==> config.mk <==
export PLATFORM = sky130hd
export DESIGN_NAME = qpsk_symbol_deserializer
export DESIGN_NICKNAME = d
export VERILOG_FILES = /design/src/rtl/comm_pkg.sv /design/src/rtl/qpsk_symbol_deserializer.sv
export SDC_FILE = /design/constraint.sdc
export NUM_CORES = 1
export LEC_CHECK = 0
export ABC_AREA = 1
export BUFFER_PORTS_ARGS = -buffer_cell sky130_fd_sc_hd__buf_2
export CAP_MARGIN = 20
export CORE_MARGIN = 5
export CORE_UTILIZATION = 50
export CTS_CLUSTER_DIAMETER = 150
export CTS_CLUSTER_SIZE = 12
export DETAILED_ROUTE_END_ITERATION = 7
export GPL_TIMING_DRIVEN = 0
export HOLD_SLACK_MARGIN = 0.1
export MAX_ROUTING_LAYER = met4
export PLACE_DENSITY = 0.84
export SETUP_SLACK_MARGIN = 0.05
export SLEW_MARGIN = 20
export SYNTH_ARGS = -nofsm -noshare
export SYNTH_HDL_FRONTEND = slang
export SYNTH_SLANG_ARGS = --single-unit
==> constraint.sdc <==
create_clock -name clk -period 1.8 [get_ports clk]
set_clock_uncertainty 0.15 [all_clocks]
set_input_delay 0.36 -clock clk [delete_from_list [all_inputs] [get_ports clk]]
set_output_delay 0.36 -clock clk [all_outputs]
set_load 0.005 [all_outputs]
==> src/rtl/comm_pkg.sv <==
// Shared symbol/frame geometry and the deserializer state encoding.
package comm_pkg;

  localparam int unsigned SYM_W    = 2;
  localparam int unsigned SYMS     = 14;
  localparam int unsigned FRAME_W  = SYM_W * SYMS;
  localparam int unsigned CHAN_LAT = 3;

  typedef enum logic [1:0] {
    ST_IDLE    = 2'd0,
    ST_ALIGN   = 2'd1,
    ST_COLLECT = 2'd2,
    ST_HOLD    = 2'd3
  } deser_state_e;

endpackage

==> src/rtl/qpsk_symbol_deserializer.sv <==
// Collects one demodulated symbol per clock into a frame after the channel
// latency has elapsed, then holds it on a valid/ready handshake.
module qpsk_symbol_deserializer #(
  parameter int unsigned SYM_W = comm_pkg::SYM_W,
  parameter int unsigned SYMS  = comm_pkg::SYMS,
  parameter int unsigned LAT   = comm_pkg::CHAN_LAT
) (
  input  logic                  clk,
  input  logic                  rst,
  input  logic                  start,
  input  logic [SYM_W-1:0]      sym_i,
  output logic [SYM_W*SYMS-1:0] frame_o,
  output logic                  frame_valid,
  input  logic                  frame_ready,
  output logic                  busy,
  output logic                  overrun
);

  import comm_pkg::*;

  localparam int unsigned FW       = SYM_W * SYMS;
  localparam int unsigned CNT_MAX  = (SYMS > LAT + 1) ? SYMS : LAT + 1;
  localparam int unsigned CNT_W    = (CNT_MAX > 1) ? $clog2(CNT_MAX) : 1;
  localparam int unsigned LAT_LAST = (LAT == 0) ? 0 : LAT - 1;

  deser_state_e       state_q, state_d;
  logic [CNT_W-1:0]   cnt_q, cnt_d;
  logic [FW-1:0]      frame_q, frame_d;
  logic               frame_valid_q, frame_valid_d;
  logic               busy_q, busy_d;
  logic               overrun_q, overrun_d;

  // State, counter, frame store and flags.
  always_ff @(posedge clk or posedge rst) begin
    if (rst) begin
      state_q       <= ST_IDLE;
      cnt_q         <= '0;
      frame_q       <= '0;
      frame_valid_q <= 1'b0;
      busy_q        <= 1'b0;
      overrun_q     <= 1'b0;
    end else begin
      state_q       <= state_d;
      cnt_q         <= cnt_d;
      frame_q       <= frame_d;
      frame_valid_q <= frame_valid_d;
      busy_q        <= busy_d;
      overrun_q     <= overrun_d;
    end
  end

  // Next-state, slot write and flag logic.
  always_comb begin
    state_d   = state_q;
    cnt_d     = cnt_q;
    frame_d   = frame_q;
    overrun_d = overrun_q;

    unique case (state_q)
      ST_IDLE: begin
        if (start) begin
          state_d = (LAT == 0) ? ST_COLLECT : ST_ALIGN;
          cnt_d   = '0;
        end
      end
      ST_ALIGN: begin
        // Symbols still in flight through the channel are ignored here.
        if (cnt_q == CNT_W'(LAT_LAST)) begin
          state_d = ST_COLLECT;
          cnt_d   = '0;
        end else begin
          cnt_d = cnt_q + CNT_W'(1);
        end
      end
      ST_COLLECT: begin
        frame_d[SYM_W*32'(cnt_q) +: SYM_W] = sym_i;
        if (cnt_q == CNT_W'(SYMS - 1)) begin
          state_d = ST_HOLD;
          cnt_d   = '0;
        end else begin
          cnt_d = cnt_q + CNT_W'(1);
        end
      end
      ST_HOLD: begin
        if (frame_ready) begin
          state_d = ST_IDLE;
        end
      end
      default: begin
        state_d = ST_IDLE;
        cnt_d   = '0;
      end
    endcase

    // A start seen while any frame is in progress is dropped and flagged.
    if (start && (state_q != ST_IDLE)) begin
      overrun_d = 1'b1;
    end

    frame_valid_d = (state_d == ST_HOLD);
    busy_d        = (state_d != ST_IDLE);
  end

  assign frame_o     = frame_q;
  assign frame_valid = frame_valid_q;
  assign busy        = busy_q;
  assign overrun     = overrun_q;

endmodule

==> flow_metrics.tcl, run 1 <==
set metrics [dict create \
    rr_endpoint "frame_o[15]" \
    violations "negative setup slack" \
    syn_avg_cell_area_um2 8.63 \
    p_seq_share_pct 27.0 \
    wl_um 5540 \
    grt_start_max_net_pins 38 \
    ys_seq_area_share_pct 44.9 \
    finalSetupViolations 15 \
    start_util_pct 51.6 \
    std_cell_rows 23 \
    cts_root_buffer "clkbuf_8" \
    fmax_mhz 521 \
    path_class "reg2reg" \
    clkPwrFrac_pct 13.5 \
    hp-class "in2reg" \
    p_switching_w 0.00198 \
    min_to "overrun" \
    status "finished, violations left" \
    clk_latency_ns 0.29 \
    die_width_um 74.2 \
    synth_seq_cells 37 \
    ff2ff_path_depth 7 \
    via_per_inst 5.56 \
    maxSlewHeadroom_pct 47.1 \
    r2r-start "cnt_q[0]" \
    cp_max_fo 5 \
    grt_setup_unrepaired "true" \
    rrSetupSlack_ns -0.12 \
    ys_warn_count 0 \
    syn2layout_area_growth_pct 37.2 \
    die_area_um2 5510 \
    coreArea_um2 4000 \
    period_minus_slack_ns 1.92 \
    min_from "start" \
    hold_viol_final 0 \
    path_cells "nor3_4 -> ha_4 -> inv_8 -> nor3_4 -> buf_4 -> nand3_1 -> nand2_1" \
    yosysTopAreaCellShare_pct 44.9 \
    slowest_stage "dfrtp_2" \
    htree_levels 2 \
    grt_overflow 0 \
    worst_ep_required_time_ns 1.88 \
    critPathMaxStageDelay_ns 0.47 \
    dp_hpwl_um 3340 \
    synth.largest_area_cell "dfrtp_1" \
    dr.pass1.iters 5 \
    syn_inst 239 \
    antenna_found_initial 0 \
    multi_input_area_um2 1240 \
    clock-sinks 37 \
    synth_cell_types 31 \
    maxCapViolCount 0 \
    n_antenna_cell 0 \
    path_clk_slew_ns 0.07 \
    combPwrFrac_pct 59.5 \
    power_density_nw_per_um2 1490 \
    ios 37 \
    peakVddDrop_uv 770 \
    clockBufferDepth 2 \
    register_area_um2 931 \
    first_iter_violations 189 \
    leakage_nw 1.23 \
    slew_violations 0 \
    grt_usage_pct 18.8 \
    ant_nets 0 \
    gpl.final_weighted_congestion 0.774 \
    route.vias.total 1990 \
    synth.area.top_cells "dfrtp_1, nand2_1, ha_1" \
    cts_tree "done" \
    fillers 251 \
    io_buffers 36 \
    detail_route.wl_per_cell_um 15.5 \
    critPathArrivalTime_ns 1.99 \
    critPathCaptureType "flop" \
    cpMostUsedCell "nor3_4" \
    syn-num-nets 257 \
    setup_ws_ns -0.118 \
    synth_area_um2 2060 \
    worst_pin_slew_ns 0.792 \
    hold_path_depth 2 \
    grt_pass1_vias 1753 \
    drive_gt1_share_pct 45.5 \
    cp-start-kind "flop" \
    p_int_w 0.00224 \
    fin_setup_tns_ns -0.574 \
    grt_pass1_wl_um 7810 \
    hold_ws_ns 0.174 \
    switching_share_pct 47.0 \
    numCtsBuffers 5 \
    remaining_drc_errors 0 \
    finalNetCount 325 \
    post-route-period-util_pct 107 \
    die_h_um 74.2 \
]
[layer usage]
| metal | share of wire (%) | track usage, % |
|---|---|---|
| met5 | 0 | - |
| met3 | 6.2 | 2.57 |
| met1 | 39 | 21.8 |
| met2 | 50 | 32.2 |
| met4 | 4.8 | 8.89 |
[cell usage after synthesis]
cell type	instances
a21o_1	1
a21oi_1	2
a31oi_1	1
buf_6	1
bufinv_8	1
dfrtp_1	37
ha_1	12
inv_1	19
inv_2	5
inv_4	1
nand2_1	68
nand2_2	5
nand2_4	1
nand2_8	1
nand3_1	22
nand3_4	1
nand3b_1	1
nand4_1	9
nand4_4	1
nor2_1	16
nor2_4	3
nor2_8	2
nor3_1	6
nor3_2	1
nor3_4	1
o21ai_0	9
o21ai_1	6
o21ai_2	1
o22ai_1	2
or2_2	2
xor2_1	1
[cells by family after synthesis]
family          Yosys count  share of synthesized area [%]
compound gates           22                           5.82
fa+ha+maj                12                           7.28
buf+inv                  27                           6.06
simple gates            140                           35.5
flops                    37                           44.9
xor+xnor                  1                          0.425
[cells in the final DEF (no fill, tap or decap), types with 9 or more instances in the layout]
cell	netlist	final
nand2_1	68	60
buf_2	0	36
dfrtp_1	37	33
buf_4	0	20
nand3_1	22	17
nand2_2	5	13
inv_1	19	12
nor2_1	16	10
inv_2	5	9
nand4_1	9	9
[state kept, by name, indices dropped and copies added, names as in the netlist]
signal and count:
frame_o 28, busy 1, state_q 2, frame_valid 1, overrun 1, cnt_q 4
[repair_timing]
item	in CTS	in global routing
hold endpoints to repair	37	0
buffers inserted	10	14
setup endpoints to repair	32	34
pin swaps	7	25
resized for setup	6	63
hold buffers	1	0
[critical path: cells and delay by family, from the launching register on]
family	cells	cell delay (ns)
fa+ha+maj	1	0.26
flops	1	0.47
simple gates	4	0.74
buf+inv	2	0.24
[layout make-up]
cell class	instances	share of cell area [%]
tap	50	2.21
clock inverter	2	0.354
buffer	1	0.398
inverter	26	4.33
multi-input combinational	175	43.7
timing repair buffer	61	13.6
sequential	37	32.9
clock buffer	6	2.56
[worst max path at each step]
stage | from | end | slack, ns | depth (start not counted)
finish | cnt_q[0] | frame_o[15] | -0.12 | 7
global route | cnt_q[0] | frame_o[15] | -0.17 | 10
global placement | cnt_q[0] | frame_o[12] | -0.09 | 10
CTS | cnt_q[0] | frame_o[12] | -0.008 | 7
floorplan | cnt_q[0] | frame_o[16] | 0.09 | 9
detailed placement | cnt_q[0] | frame_o[12] | -0.16 | 10
[stage by stage]
step / power, W / std cells / instance area, um2 / setup WS, ns / util [%]
after floorplan: 0.00252 / 239 / 2110 / 0.0933 / -
after global placement: 0.00286 / 325 / 2350 / -0.0865 / 58.8
after detailed placement: 0.00292 / 325 / 2350 / -0.160 / 58.8
after CTS: 0.00367 / 344 / 2530 / -0.00816 / 63.3
after global routing: 0.00444 / 358 / 2830 / -0.172 / 70.8
final: 0.00422 / 358 / 2830 / -0.118 / 70.8
[power groups by stage]
| stage | Sequential [W] | Combinational (W) | Clock, W |
|---|---|---|---|
| 2_1_floorplan | 0.00113 | 0.00139 | 0 |
| 3_3_place_gp | 0.00113 | 0.00172 | 0 |
| 3_5_place_dp | 0.00114 | 0.00178 | 0 |
| 4_1_cts | 0.00111 | 0.00199 | 0.000571 |
| 5_1_grt | 0.00116 | 0.00268 | 0.000602 |
| 6_report | 0.00114 | 0.00251 | 0.000569 |
No activity file was read; power rests on OpenSTA's default activity.
==> run 2, diff against run 1 <==
- BUFFER_PORTS_ARGS: -buffer_cell sky130_fd_sc_hd__buf_2 -> -buffer_cell sky130_fd_sc_hd__buf_4
==> run 2 against run 1 <==
Net effect: the run now ends clean; routed wire length down 13%; core utilization down 1.5 points; sequential power about the same; flip-flop and latch count unchanged; register-to-register slack better by 0.14 ns; non-clock buffer count down 8; power down 5.7%; sequential share of layout area up 0.76 points; critical endpoint is now frame_o[1]; highest routed layer unchanged.
==> flow_metrics.tcl, run 2 (synthesized netlist as in run 1, its figures left out) <==
set metrics [dict create \
    status "finished clean" \
    rrSetupSlack_ns 0.02 \
    r2r-start "cnt_q[1]" \
    hold_path_depth 2 \
    multi_input_area_um2 1120 \
    die_area_um2 5510 \
    n_antenna_cell 0 \
    first_iter_violations 142 \
    worst_ep_required_time_ns 1.89 \
    dp_hpwl_um 3200 \
    largest_register_ff_count 28 \
    routed.top_layer "met4" \
    min_to "overrun" \
    clock-sinks 37 \
    cts_tree "done" \
    total_power_w 0.00398 \
    hold_viol_final 0 \
    register_area_um2 932 \
    finalSetupViolations 0 \
    htree_levels 2 \
    place_ws_ns -0.157 \
    critPathArrivalTime_ns 1.87 \
    slew_violations 0 \
    detail_route.wl_per_cell_um 13.7 \
    numCtsBuffers 5 \
    layout_commonest_cell "nand2_1" \
    wl_met2_um 2610 \
    wl_met1_um 1860 \
    grt_pass1_vias 1790 \
    ios 37 \
    coreArea_um2 4000 \
    path_class "reg2reg" \
    p_seq_share_pct 28.4 \
    power_density_nw_per_um2 1440 \
    clockBufferDepth 2 \
    maxCapViolCount 0 \
    std_cell_rows 23 \
    wl_um 4810 \
    grt_usage_pct 18.8 \
    cp-start-kind "flop" \
    leakage_nw 1.24 \
    route.vias.total 1816 \
    grt_overflow 0 \
    setup_ws_ns 0.0191 \
    dr.pass1.iters 4 \
    clkPwrFrac_pct 16.0 \
    path_clk_slew_ns 0.08 \
    grt_setup_unrepaired "true" \
    gpl.final_weighted_congestion 0.802 \
    fillers 268 \
    fmax_mhz 562 \
    p_switching_w 0.00177 \
    remaining_drc_errors 0 \
    min_from "start" \
    switching_share_pct 44.4 \
    clk_latency_ns 0.28 \
    wl_met3_um 235 \
    grt_pass1_wl_um 7810 \
    period_minus_slack_ns 1.78 \
    die_h_um 74.2 \
    ant_nets 0 \
    hp-class "in2reg" \
    antenna_found_initial 0 \
    io_buffers 36 \
    die_width_um 74.2 \
    combPwrFrac_pct 55.7 \
    cp_max_fo 4 \
    cts_root_buffer "clkbuf_8" \
    drive_gt1_share_pct 38.0 \
    rr_endpoint "frame_o[1]" \
    ff2ff_path_depth 7 \
    grt_start_max_net_pins 38 \
    start_util_pct 51.6 \
    peakVddDrop_uv 646 \
    layout_common_cells "nand2_1, buf_4, dfrtp_1" \
    via_per_inst 5.19 \
    p_int_w 0.00221 \
    critPathCaptureType "flop" \
    post-route-period-util_pct 98.9 \
    worst_pin_slew_ns 0.744 \
    maxSlewHeadroom_pct 50.3 \
    syn2layout_area_growth_pct 34.3 \
    finalNetCount 317 \
]
-- run 2: cell types whose count changed in the layout (fill, tap and decap cells not counted), sizes merged --
cell    change
inv         +1
clkbuf      +1
clkinv      -2
buf         -8
-- run 2: timing repair --
action                                  in CTS  in global routing
setup buffers                               11                  5
endpoints found under the hold margin       37                  0
endpoints found under the setup margin      33                 33
pin swaps                                    4                 12
hold buffers                                 1                  0
gates resized for setup                      8                 23
-- run 2: worst max path at each step --
stage                     slack (ns)           to  depth (start not counted)      from
after floorplan                 0.09  frame_o[16]                          9  cnt_q[0]
after global placement         -0.08     cnt_q[1]                          2       rst
after detailed placement       -0.16  frame_o[13]                         10  cnt_q[0]
after CTS                       0.05  frame_o[10]                          9  cnt_q[1]
after global routing           -0.11  frame_o[13]                         10  cnt_q[0]
final                           0.02   frame_o[1]                          7  cnt_q[1]
-- run 2: area by class of cell --
class	instances	share of cell area (%)
buffer	1	0.406
inverter	26	4.33
clock inverter	1	0.181
clock buffer	7	3.48
sequential	37	33.6
timing repair buffer	53	15.3
tap	50	2.26
multi-input combinational	175	40.4
-- run 2: power groups by stage --
stage / logic, W / clock network (W) / registers [W]
floorplan: 0.00139 / 0 / 0.00113
global placement: 0.00178 / 0 / 0.00114
detailed placement: 0.00181 / 0 / 0.00115
CTS: 0.00203 / 0.000644 / 0.00112
global route: 0.00242 / 0.000684 / 0.00115
finish: 0.00222 / 0.000635 / 0.00113
-- run 2: through the flow --
stage | area (um2) | util [%] | hold slack, ns | cells | TNS (ns)
after floorplan | 2110 | - | 0.301 | 239 | 0
after global placement | 2440 | 61.0 | 0.292 | 325 | -0.537
after detailed placement | 2440 | 61.0 | 0.297 | 325 | -1.51
after CTS | 2670 | 66.6 | 0.127 | 345 | 0
after global routing | 2770 | 69.3 | 0.135 | 350 | -0.654
final | 2770 | 69.3 | 0.140 | 350 | 0
-- run 2: layer usage --
layer | GRT usage, % | up-vias
met1 | 21.0 | 853
met2 | 33.0 | 44
met5 | - | -
li1 | - | 904
met3 | 4.46 | 15
met4 | 6.32 | 0
-- run 2: worst max-delay path, cell delays in order (launching register included) --
cell,delay (ns)
dfrtp_2,0.45
nor3_4,0.24
ha_4,0.28
inv_8,0.09
nand3_1,0.13
nor3_1,0.22
nand3_1,0.11
nand2_1,0.07
